$ cat src/rtl/window_extrema_tracker.sv
// Windowed running max/min/count over the comparator result stream.
// A completed window is held on a valid/ready port until accepted.
module window_extrema_tracker #(
    parameter  int WIDTH  = 8,
    parameter  int WINDOW = 8,
    localparam int CW     = $clog2(WINDOW + 1)
) (
    input  logic             clk,
    input  logic             rst,
    input  logic [WIDTH-1:0] in_data,
    input  logic             in_valid,
    output logic             in_ready,
    input  logic             flush,
    output logic [WIDTH-1:0] out_max,
    output logic [WIDTH-1:0] out_min,
    output logic [CW-1:0]    out_count,
    output logic             out_valid,
    input  logic             out_ready
);

    // state   | meaning
    // S_IDLE  | window empty
    // S_ACCUM | 1..WINDOW-1 samples held
    // S_HOLD  | result presented, waiting for handshake
    typedef enum logic [1:0] {
        S_IDLE  = 2'd0,
        S_ACCUM = 2'd1,
        S_HOLD  = 2'd2
    } state_t;

    state_t           r_state;
    logic [WIDTH-1:0] r_max;
    logic [WIDTH-1:0] r_min;
    logic [CW-1:0]    r_cnt;
    logic [WIDTH-1:0] r_out_max;
    logic [WIDTH-1:0] r_out_min;
    logic [CW-1:0]    r_out_cnt;

    state_t           w_state_nxt;
    logic [WIDTH-1:0] w_max_nxt;
    logic [WIDTH-1:0] w_min_nxt;
    logic [CW-1:0]    w_cnt_nxt;
    logic             w_close;
    logic             w_accept;

    assign in_ready  = (r_state != S_HOLD);
    assign out_valid = (r_state == S_HOLD);
    assign w_accept  = in_valid & in_ready;
    assign out_max   = r_out_max;
    assign out_min   = r_out_min;
    assign out_count = r_out_cnt;

    always_comb begin
        w_state_nxt = r_state;
        w_max_nxt   = r_max;
        w_min_nxt   = r_min;
        w_cnt_nxt   = r_cnt;
        w_close     = 1'b0;
        case (r_state)
            S_IDLE: begin
                // A lone flush here is dropped so no empty window is ever emitted.
                if (w_accept) begin
                    w_max_nxt = in_data;
                    w_min_nxt = in_data;
                    w_cnt_nxt = CW'(1);
                    if (flush) begin
                        w_close     = 1'b1;
                        w_state_nxt = S_HOLD;
                    end else begin
                        w_state_nxt = S_ACCUM;
                    end
                end
            end
            S_ACCUM: begin
                if (w_accept) begin
                    w_max_nxt = (in_data > r_max) ? in_data : r_max;
                    w_min_nxt = (in_data < r_min) ? in_data : r_min;
                    w_cnt_nxt = r_cnt + CW'(1);
                    if ((w_cnt_nxt == CW'(WINDOW)) || flush) begin
                        w_close     = 1'b1;
                        w_state_nxt = S_HOLD;
                    end
                end else if (flush) begin
                    w_close     = 1'b1;
                    w_state_nxt = S_HOLD;
                end
            end
            S_HOLD: begin
                if (out_ready) begin
                    w_state_nxt = S_IDLE;
                end
            end
            default: begin
                w_state_nxt = S_IDLE;
            end
        endcase
    end

    always_ff @(posedge clk) begin
        if (rst) begin
            r_state   <= S_IDLE;
            r_max     <= '0;
            r_min     <= '0;
            r_cnt     <= '0;
            r_out_max <= '0;
            r_out_min <= '0;
            r_out_cnt <= '0;
        end else begin
            r_state <= w_state_nxt;
            r_max   <= w_max_nxt;
            r_min   <= w_min_nxt;
            r_cnt   <= w_cnt_nxt;
            // Result registers change only on entry to HOLD, so they stay put under backpressure.
            if (w_close) begin
                r_out_max <= w_max_nxt;
                r_out_min <= w_min_nxt;
                r_out_cnt <= w_cnt_nxt;
            end
        end
    end

endmodule

$ cat config.mk
export PLATFORM = sky130hd
export DESIGN_NAME = window_extrema_tracker
export DESIGN_NICKNAME = d
export VERILOG_FILES = /design/src/rtl/window_extrema_tracker.sv
export SDC_FILE = /design/constraint.sdc
export NUM_CORES = 1
export LEC_CHECK = 0
export ABC_CLOCK_PERIOD_IN_PS = 2500
export CELL_PAD_IN_SITES_DETAIL_PLACEMENT = 1
export CELL_PAD_IN_SITES_GLOBAL_PLACEMENT = 1
export CORE_AREA = 2 2 77 79
export CTS_CLUSTER_SIZE = 20
export DETAILED_ROUTE_END_ITERATION = 16
export DIE_AREA = 0 0 79 81
export GPL_ROUTABILITY_DRIVEN = 1
export PLACE_DENSITY_LB_ADDON = 0.1
export SETUP_SLACK_MARGIN = 0.4
export SYNTH_ARGS = -nofsm -noshare
export SYNTH_HDL_FRONTEND = slang
export SYNTH_SLANG_ARGS = --single-unit
$ cat constraint.sdc
create_clock -name clk -period 2.5 [get_ports clk]
set_input_delay 0.5 -clock clk [delete_from_list [all_inputs] [get_ports clk]]
set_output_delay 0.5 -clock clk [all_outputs]
set_load 0.02 [all_outputs]
; ---- After elaboration in Yosys (flattened, before gate mapping)
; Index checks and enable logic that the tools add are counted.
[word_totals]
ff_bits = 42
latch_bits = 0
mem_bits_rw = 0
romBits = 0
input_bits = 13
output_inout_bits = 22
word_cells = 45
n_memories = 0
[classes]
addsub = 1
n_mul = 0
n_div = 0
magnitude_cmp = 2
n_eq_ne = 8
shifts = 0
mux = 23
bitwise_logic = 1
n_reduce_logical = 3
[op_table]
columns = operator, count
row1 = $mux 8, 6
row2 = $pmux 8 s2, 2
row3 = $mux 2, 6
row4 = $gt 8x8->1, 1
row5 = $lt 8x8->1, 1
row6 = $mux 4, 2
row7 = $pmux 4 s2, 1
row8 = $ne 3x3->1 const B, 2
row9 = $pmux 2 s3, 1
row10 = $add 4x1->4 const B, 1
row11 = $eq 4x4->1 const B, 1
row12 = $mux 1, 4
row13 = $ne 2x2->1 const B, 2
row14 = $reduce_and 4->1, 1
row15 = $eq 2x1->1 const B, 1
row16 = $eq 2x2->1 const B, 1
row17 = $logic_not 2->1, 1
row18 = $ne 2x1->1 const B, 1
row19 = $pmux 1 s2, 1
row20 = $and 1x1->1, 1
row21 = $logic_or 1x1->1, 1

; ---- Logic depth before layout (Yosys ltp)
; Gate-level depths: netlist of run 1.
[depth]
depth_word = 6
depth_mapped = 10
ltp_nobuf = 9

; ---- Worst setup path after synthesis of run 1
; OpenSTA, ideal clock, no wires.
[synth_path]
path_type = in2reg
start = input port in_data[7]
end = register r_max[0]
setup_time_ns = 0.072
arrival_time_ns = 2.211
path_slack_ns = 0.218
stages = 7
n_path_buf = 0
path_cell_list = ha_1 -> and4_1 -> nand2_1 -> and3_4 -> a41oi_4 -> mux2i_4 -> mux2i_1
[synth_via]
elab_chain_len = 4
[synth_rtl]
columns = item, line
row1 = "start, declared", 10  ; input logic [WIDTH-1:0] in_data,
row2 = $gt 8x8->1, 76  ; w_max_nxt = (in_data > r_max) ? in_data : r_max;
row3 = $mux 8, 76
row4 = $mux 8, 75  ; if (w_accept) begin
row5 = $pmux 8 s2, 59  ; case (r_state)
row6 = "end signal, assigned", 110  ; r_max <= w_max_nxt;
row7 = "end, declared", 32  ; logic [WIDTH-1:0] r_max;
; No other way between the ends.
; A chain may end at the register's enable or synchronous reset.

; ---- Final worst setup path of run 1
[layout_path]
start = register r_min[2]
end = register r_out_min[5], in the netlist out_min[5]
[layout_via]
elab_chain_len = 4
[layout_rtl]
columns = item, line
row1 = "start, declared", 33  ; logic [WIDTH-1:0] r_min;
row2 = "start signal, assigned", 111  ; r_min <= w_min_nxt;
row3 = $lt 8x8->1, 77  ; w_min_nxt = (in_data < r_min) ? in_data : r_min;
row4 = $mux 8, 77
row5 = $mux 8, 75
row6 = $pmux 8 s2, 59
row7 = "end signal, assigned", 116  ; r_out_min <= w_min_nxt;
row8 = "end, declared", 36  ; logic [WIDTH-1:0] r_out_min;
; No other way between the ends.

==> key figures, run 1 <==
Floorplan
  • Core footprint: 5680 um^2
  • Initial core utilization: 39.0%
  • Die width: 79 um
  • Core Rows: 28
  • # IOs: 35
  • Area of the die: 6400 um^2
  • Die H: 81 um

Global route
  • First-pass GRT wire length: 9.67 mm
  • Vias in the first global route: 1,870
  • Antenna violations before repair: 0
  • Global route overflow: 0
  • Largest net degree at the start of global routing: 51
  • Total track usage: 19.6%

Pwr
  • Total Power: 1.81 mW
  • Pleak: 1.26 nW
  • Worst vdd ir: 0.000326 V
  • PwrDens: 556 nW/um^2

Cells and area
  • Diodes inserted: 0
  • Post-Layout Cell Count: 379
  • Fillers: 652
  • Ratio of cells with drive above 1 in the final layout: 37.5%
  • Design area: 3250 um^2
  • Synth-to-Final Area Change: 46.9%
  • Layout Nets: 333

Clock tree
  • CTS buffer count: 5
  • CTS tree: built
  • Root Driver: clkbuf_8
  • Clock Latency Late Sink: 0.30 ns
  • Max clock buf depth: 2
  • Htree depth: 2
  • Clk sinks: 42
  • Clock transition at path regs: 0.09 ns

Outcome
  • Status: finished, final reports clean

Worst setup path
  • Worst-path cell chain: inv_1 -> ha_1 -> o21ai_1 -> o21ai_1 -> a221o_1 -> a21oi_4 -> buf_12 -> mux2i_4 -> a211oi_2
  • R2R setup slack: 0.39 ns
  • Most used cell, CP: o21ai_1
  • CP Buf/Inv Count: 2
  • CP max-delay cell: dfxtp_2
  • Cells on worst reg2reg path: 9
  • Top delay family on crit path: compound AO/OA/AOI/OAI gates
  • Setup crit end kind: flip-flop
  • Worst r2r dst: out_min[5]
  • CP arrival: 2.29 ns
  • CP max stage delay: 0.37 ns
  • Worst path required time: 2.68 ns
  • Worst Setup Path Type: reg -> reg
  • Reg2reg start: r_min[2]
  • Maximum fanout along the worst path: 8
  • Startpoint types: flip-flop

Hold path
  • Worst hold start: r_max[2]
  • Cell count of the worst hold path: 2
  • Hold endpoint: r_max[2]
  • Hold Path Class: reg -> reg

Synthesis
  • Dominant synthesized flop cell: dfxtp_1
  • EDFF count, synth: 0
  • Synth Warn #: 0
  • Synth Area per Inst: 9.27 um^2
  • Unique masters post-synth: 38
  • Synth Register Bits: 42
  • Mapped cell area: 2210 um^2
  • Post-synth ARST share: 0%
  • Mapped Nets: 269
  • Post-synthesis sequential area ratio: 38.0%
  • Post-Syn Instances: 239

Place
  • Post-Place Cells: 362
  • DP HPWL: 3.98 mm
  • Placed cell area: 2910 um^2
  • Placer congestion estimate: 0.750
  • Buffers on Ports: 34

Detailed routing
  • DRT antenna net count: 0
  • 1st-iter DRT viols: 114
  • Vias/cell: 5.12
  • Drt drc: 0
  • Wire length per cell: 16.9 um
  • DRT Wirelength: 6.41 mm
  • Vias: 1,939
  • DR pass1 iterations: 4

Timing
  • RSZ-0062 raised after global routing: true
  • Final slew viol count: 0
  • Setup Skew: 0.00786 ns
  • Final hold violations: 0
  • Tightest Pin Transition: 0.351 ns
  • Hold_ws: 0.504 ns
  • Fmax: 0.475 GHz
  • Max_slew headroom: 76.5%
  • Fin crit share: 84.2%
  • Final critical-path required period: 2.11 ns
  • Setup violations, final: 0

Job
  • Max-Cap Viols: 0
[per-layer routing]
layer / track usage, % / routed length (um) / up-vias
met1: 27.4 / 3100 / 940
met4: 5.69 / 123 / 0
met3: 2.78 / 146 / 12
met2: 31.5 / 3040 / 34
li1: - / - / 953
met5: 0 / 0 / -
[report_power, final]
part | leakage [nW] | switching [mW] | internal (mW)
registers | 0.351 | 0.0391 | 0.726
clock network | 0.0472 | 0.250 | 0.222
logic | 0.863 | 0.282 | 0.288
total | 1.26 | 0.571 | 1.24
[what timing repair did]
item                       4_1_cts  5_1_grt
buffers inserted                 7        2
resized for setup               65       18
hold buffers                     0        0
pin swaps                        6       11
setup endpoints to repair       32       36
[flip-flops by register name, summed over array words and instances (netlist names)]
signal and flops:
r_cnt 4, out_max 8, out_count 4, r_max 8, out_min 8, r_min 8
r_state 2
[through the flow]
step                      TNS, ns  worst slack [ns]  utilization (%)
after global placement      -8.21            -0.293             51.2
after detailed placement    -9.24            -0.332             51.2
final                           0             0.395             57.3
after CTS                       0             0.402             55.9
after floorplan                 0             0.362                -
after global routing            0             0.287             57.3
[cell usage in the layout (no fill, tap or decap), types with 9 or more instances in the layout]
| cell | netlist | layout |
|---|---|---|
| nor2_1 | 51 | 50 |
| buf_4 | 1 | 29 |
| dfxtp_1 | 42 | 28 |
| clkdlybuf4s50_1 | 0 | 26 |
| nand2b_1 | 17 | 17 |
| dfxtp_2 | 0 | 14 |
| inv_1 | 20 | 13 |
| ha_4 | 0 | 12 |
| mux2i_1 | 18 | 10 |
| mux2i_4 | 1 | 9 |
[how the worst max path moves through the flow]
| stage | from | end | slack [ns] | depth (start not counted) |
|---|---|---|---|---|
| after floorplan | in_data[6] | r_max[0] | 0.36 | 7 |
| after global placement | in_data[6] | r_max[2] | -0.29 | 9 |
| after detailed placement | in_data[6] | r_max[2] | -0.33 | 9 |
| after CTS | r_max[5] | r_max[1] | 0.40 | 9 |
| after global routing | r_min[2] | out_min[5] | 0.29 | 9 |
| final | r_min[2] | out_min[5] | 0.39 | 9 |
[worst register-to-register path: cells and delay by family (launching register included)]
family,cells,cell delay (ns)
muxes,1,0.27
AOI/OAI and AO/OA,5,0.79
buffers and inverters,2,0.28
adders and majority gates,1,0.29
DFF,1,0.37
[cells by family after synthesis]
group	count (synthesis)	share of synthesized area, %
simple gates	90	20.3
flops	42	38.0
compound gates	39	17.0
buf+inv	31	5.59
mux	19	9.15
fa+ha+maj	17	9.60
xor+xnor	1	0.396
[synthesized netlist by cell type (all sizes together) (3+ instances only)]
master	n	area share, %
nor2	51	8.6
dfxtp	42	38
inv	21	3.6
mux2i	19	9.2
nand2b	18	5.4
ha	17	9.6
a211oi	12	5.9
a21oi	8	2.3
o221a	8	4.1
clkbuf	6	1.0
nand2	6	1.0
buf	4	1.0
o21ai	4	0.90
nand3	3	0.90
nand4	3	0.85
[final cells by class]
| class | instances | area (um^2) | share of cell area, % |
|---|---|---|---|
| clock buffers | 6 | 82.6 | 2.54 |
| multi-input cells | 166 | 1530 | 47.1 |
| repair buffers | 67 | 596 | 18.3 |
| flip-flops and latches | 42 | 858 | 26.4 |
| well taps | 75 | 93.8 | 2.88 |
| clock inverters | 2 | 12.5 | 0.385 |
| inverters | 21 | 78.8 | 2.42 |
No activity file was read; power rests on OpenSTA's default activity.
==> run 2: changes to the inputs <==
ABC_CLOCK_PERIOD_IN_PS = 1990   (was 2500)
clock period = 1.99 ns   (was 2.5 ns; I/O delays follow)
==> run 2 against run 1 <==
The flow now finishes with violations (setup timing). Clock power up 22%. Critical path depth up 2. Sequential share of layout area is 3.1 points lower. Worst setup slack got worse by 0.63 ns. First-iteration DRC count up 3.5%. Routed wire length up 44%. Utilization rose by 8.7 points. Power up 35%. Combinational power increased by 59%. Cell count grew 8.7%. Critical path type unchanged. Critical endpoint is now out_max[3]. Largest power group unchanged.
==> key figures, run 2 (synthesis gave the netlist of run 1 again) <==
Timing
  • Fin crit share: 112%
  • Final hold violations: 0
  • Setup violations, final: 32
  • Final Worst Setup Slack: -0.237 ns
  • Final slew viol count: 0
  • Hold_ws: 0.515 ns
  • Setup Skew: 0.00521 ns
  • Max_slew headroom: 78.1%
  • Tightest Pin Transition: 0.328 ns
  • Fmax: 0.449 GHz
  • RSZ-0062 raised after global routing: true
  • Final critical-path required period: 2.23 ns

Hold path
  • Cell count of the worst hold path: 3
  • Hold endpoint: out_max[5]
  • Hold Path Class: in -> reg
  • Worst hold start: in_data[5]

Worst setup path
  • CP max-delay cell: dfxtp_1
  • R2R setup slack: -0.24 ns
  • Startpoint types: flip-flop
  • CP arrival: 2.43 ns
  • Maximum fanout along the worst path: 3
  • Worst-path cell chain: inv_2 -> ha_4 -> a21oi_1 -> o21ai_1 -> and3_4 -> a41oi_4 -> buf_4 -> buf_6 -> a21bo_1 -> buf_4 -> o221a_1
  • CP max stage delay: 0.37 ns
  • Worst path required time: 2.19 ns
  • Setup crit end kind: flip-flop
  • Worst Setup Path Type: reg -> reg
  • Cells on worst reg2reg path: 11
  • Reg2reg start: r_max[5]
  • Worst r2r dst: out_max[3]
  • Most used cell, CP: buf_4

Clock tree
  • CTS buffer count: 5
  • Max clock buf depth: 2
  • Hold_buf cts: 0
  • Clk sinks: 42
  • Clock Latency Late Sink: 0.31 ns
  • Root Driver: clkbuf_8
  • Clock transition at path regs: 0.09 ns
  • CTS tree: built
  • Htree depth: 2

Cells and area
  • Fillers: 610
  • Diodes inserted: 0
  • Layout Nets: 366
  • Commonest non-fill, non-tap cell in the layout: buf_4
  • Synth-to-Final Area Change: 69.1%
  • Most frequent cells in the layout: buf_4 (47), nor2_1 (46), dfxtp_1 (26)
  • Ratio of cells with drive above 1 in the final layout: 48.7%

Place
  • DP HPWL: 4.28 mm
  • Placer congestion estimate: 0.895
  • Buffers on Ports: 34

Global route
  • GRT met3 Usage: 3.33%
  • First-pass GRT wire length: 11.1 mm
  • Global route overflow: 0
  • Total track usage: 22.9%
  • Antenna violations before repair: 0
  • Global routing usage on met2: 39.6%
  • GR met1 Demand/Resource: 29.2%
  • Largest net degree at the start of global routing: 51
  • Top Usage Layer GRT: met2
  • Vias in the first global route: 2,130

Detailed routing
  • DR pass1 iterations: 4
  • Vias: 2,174
  • DRT antenna net count: 0
  • Wire length per cell: 22.4 um
  • DRT Wirelength: 9.23 mm
  • Vias/cell: 5.28
  • Drt drc: 0
  • 1st-iter DRT viols: 118

Pwr
  • Pleak: 1.57 nW
  • PwrDens: 652 nW/um^2
  • Total Power: 2.44 mW
  • Worst vdd ir: 0.000428 V

Floorplan
  • Die H: 81 um
  • Core footprint: 5680 um^2
  • # IOs: 35
  • Die width: 79 um
  • Initial core utilization: 39.0%
  • Area of the die: 6400 um^2
  • Core Rows: 28

Job
  • Max-Cap Viols: 0

Outcome
  • Failing checks: setup timing
  • Status: complete, but fails checks
[run 2: through the flow]
step	utilization, %	std cells	setup slack (ns)	cell area (um^2)	setup TNS, ns
CTS	60.8	394	-0.0762	3450	-0.745
global route	66.0	412	-0.307	3740	-8.05
detailed placement	54.2	376	-0.802	3080	-24.53
global placement	54.2	376	-0.714	3080	-21.78
finish	66.0	412	-0.237	3740	-5.44
floorplan	-	239	-0.0455	2380	-0.364
[run 2: worst max path at each step]
stage                       endpoint  cells after the start       start  slack (ns)
after floorplan             r_max[0]                      7  in_data[6]       -0.05
after global placement      r_max[7]                      9  in_data[1]       -0.71
after detailed placement    r_max[6]                      9  in_data[6]       -0.80
after CTS                   r_max[1]                      9    r_max[3]       -0.08
after global routing      out_max[2]                     11    r_max[5]       -0.31
final                     out_max[3]                     11    r_max[5]       -0.24
[run 2: repair_timing]
item,4_1_cts,5_1_grt
pin swaps,15,20
resized for setup,99,36
setup endpoints to repair,60,39
buffers inserted,9,16
gates cloned,1,2
[run 2: layer usage]
layer / wire length [um] / up-vias / share of wire [%]
met4: 299 / 0 / 3.2
met1: 3930 / 1059 / 43
met2: 4620 / 67 / 50
met5: 0 / - / 0
met3: 381 / 26 / 4.1
li1: - / 1022 / -
[run 2: worst max-delay path, delay by kind of cell, from the launching register on]
family | cells | cell delay (ns)
AOI/OAI and AO/OA | 5 | 0.77
adders and majority gates | 1 | 0.27
buffers and inverters | 4 | 0.49
DFF | 1 | 0.37
and+or+nand+nor | 1 | 0.24
[run 2: report_power, final]
| part | total, mW | internal [mW] | switching [mW] | leakage, nW |
|---|---|---|---|---|
| sequential | 0.961 | 0.910 | 0.0510 | 0.353 |
| clock | 0.578 | 0.247 | 0.331 | 0.0441 |
| combinational | 0.905 | 0.457 | 0.447 | 1.17 |
| total | 2.44 | 1.61 | 0.829 | 1.57 |
[run 2: layout make-up]
cell class	count	area [um^2]	share of cell area [%]
multi-input combinational	166	1650	44.1
timing repair buffer	100	956	25.5
sequential	42	871	23.3
tap	75	93.8	2.51
inverter	21	81.3	2.17
clock buffer	5	68.8	1.84
clock inverter	3	21.3	0.568
==> run 3: changes to the inputs <==
CAP_MARGIN = 20   (was default)
==> results of run 3 <==
The final DEF is identical to that of run 2; final timing and power are the same.
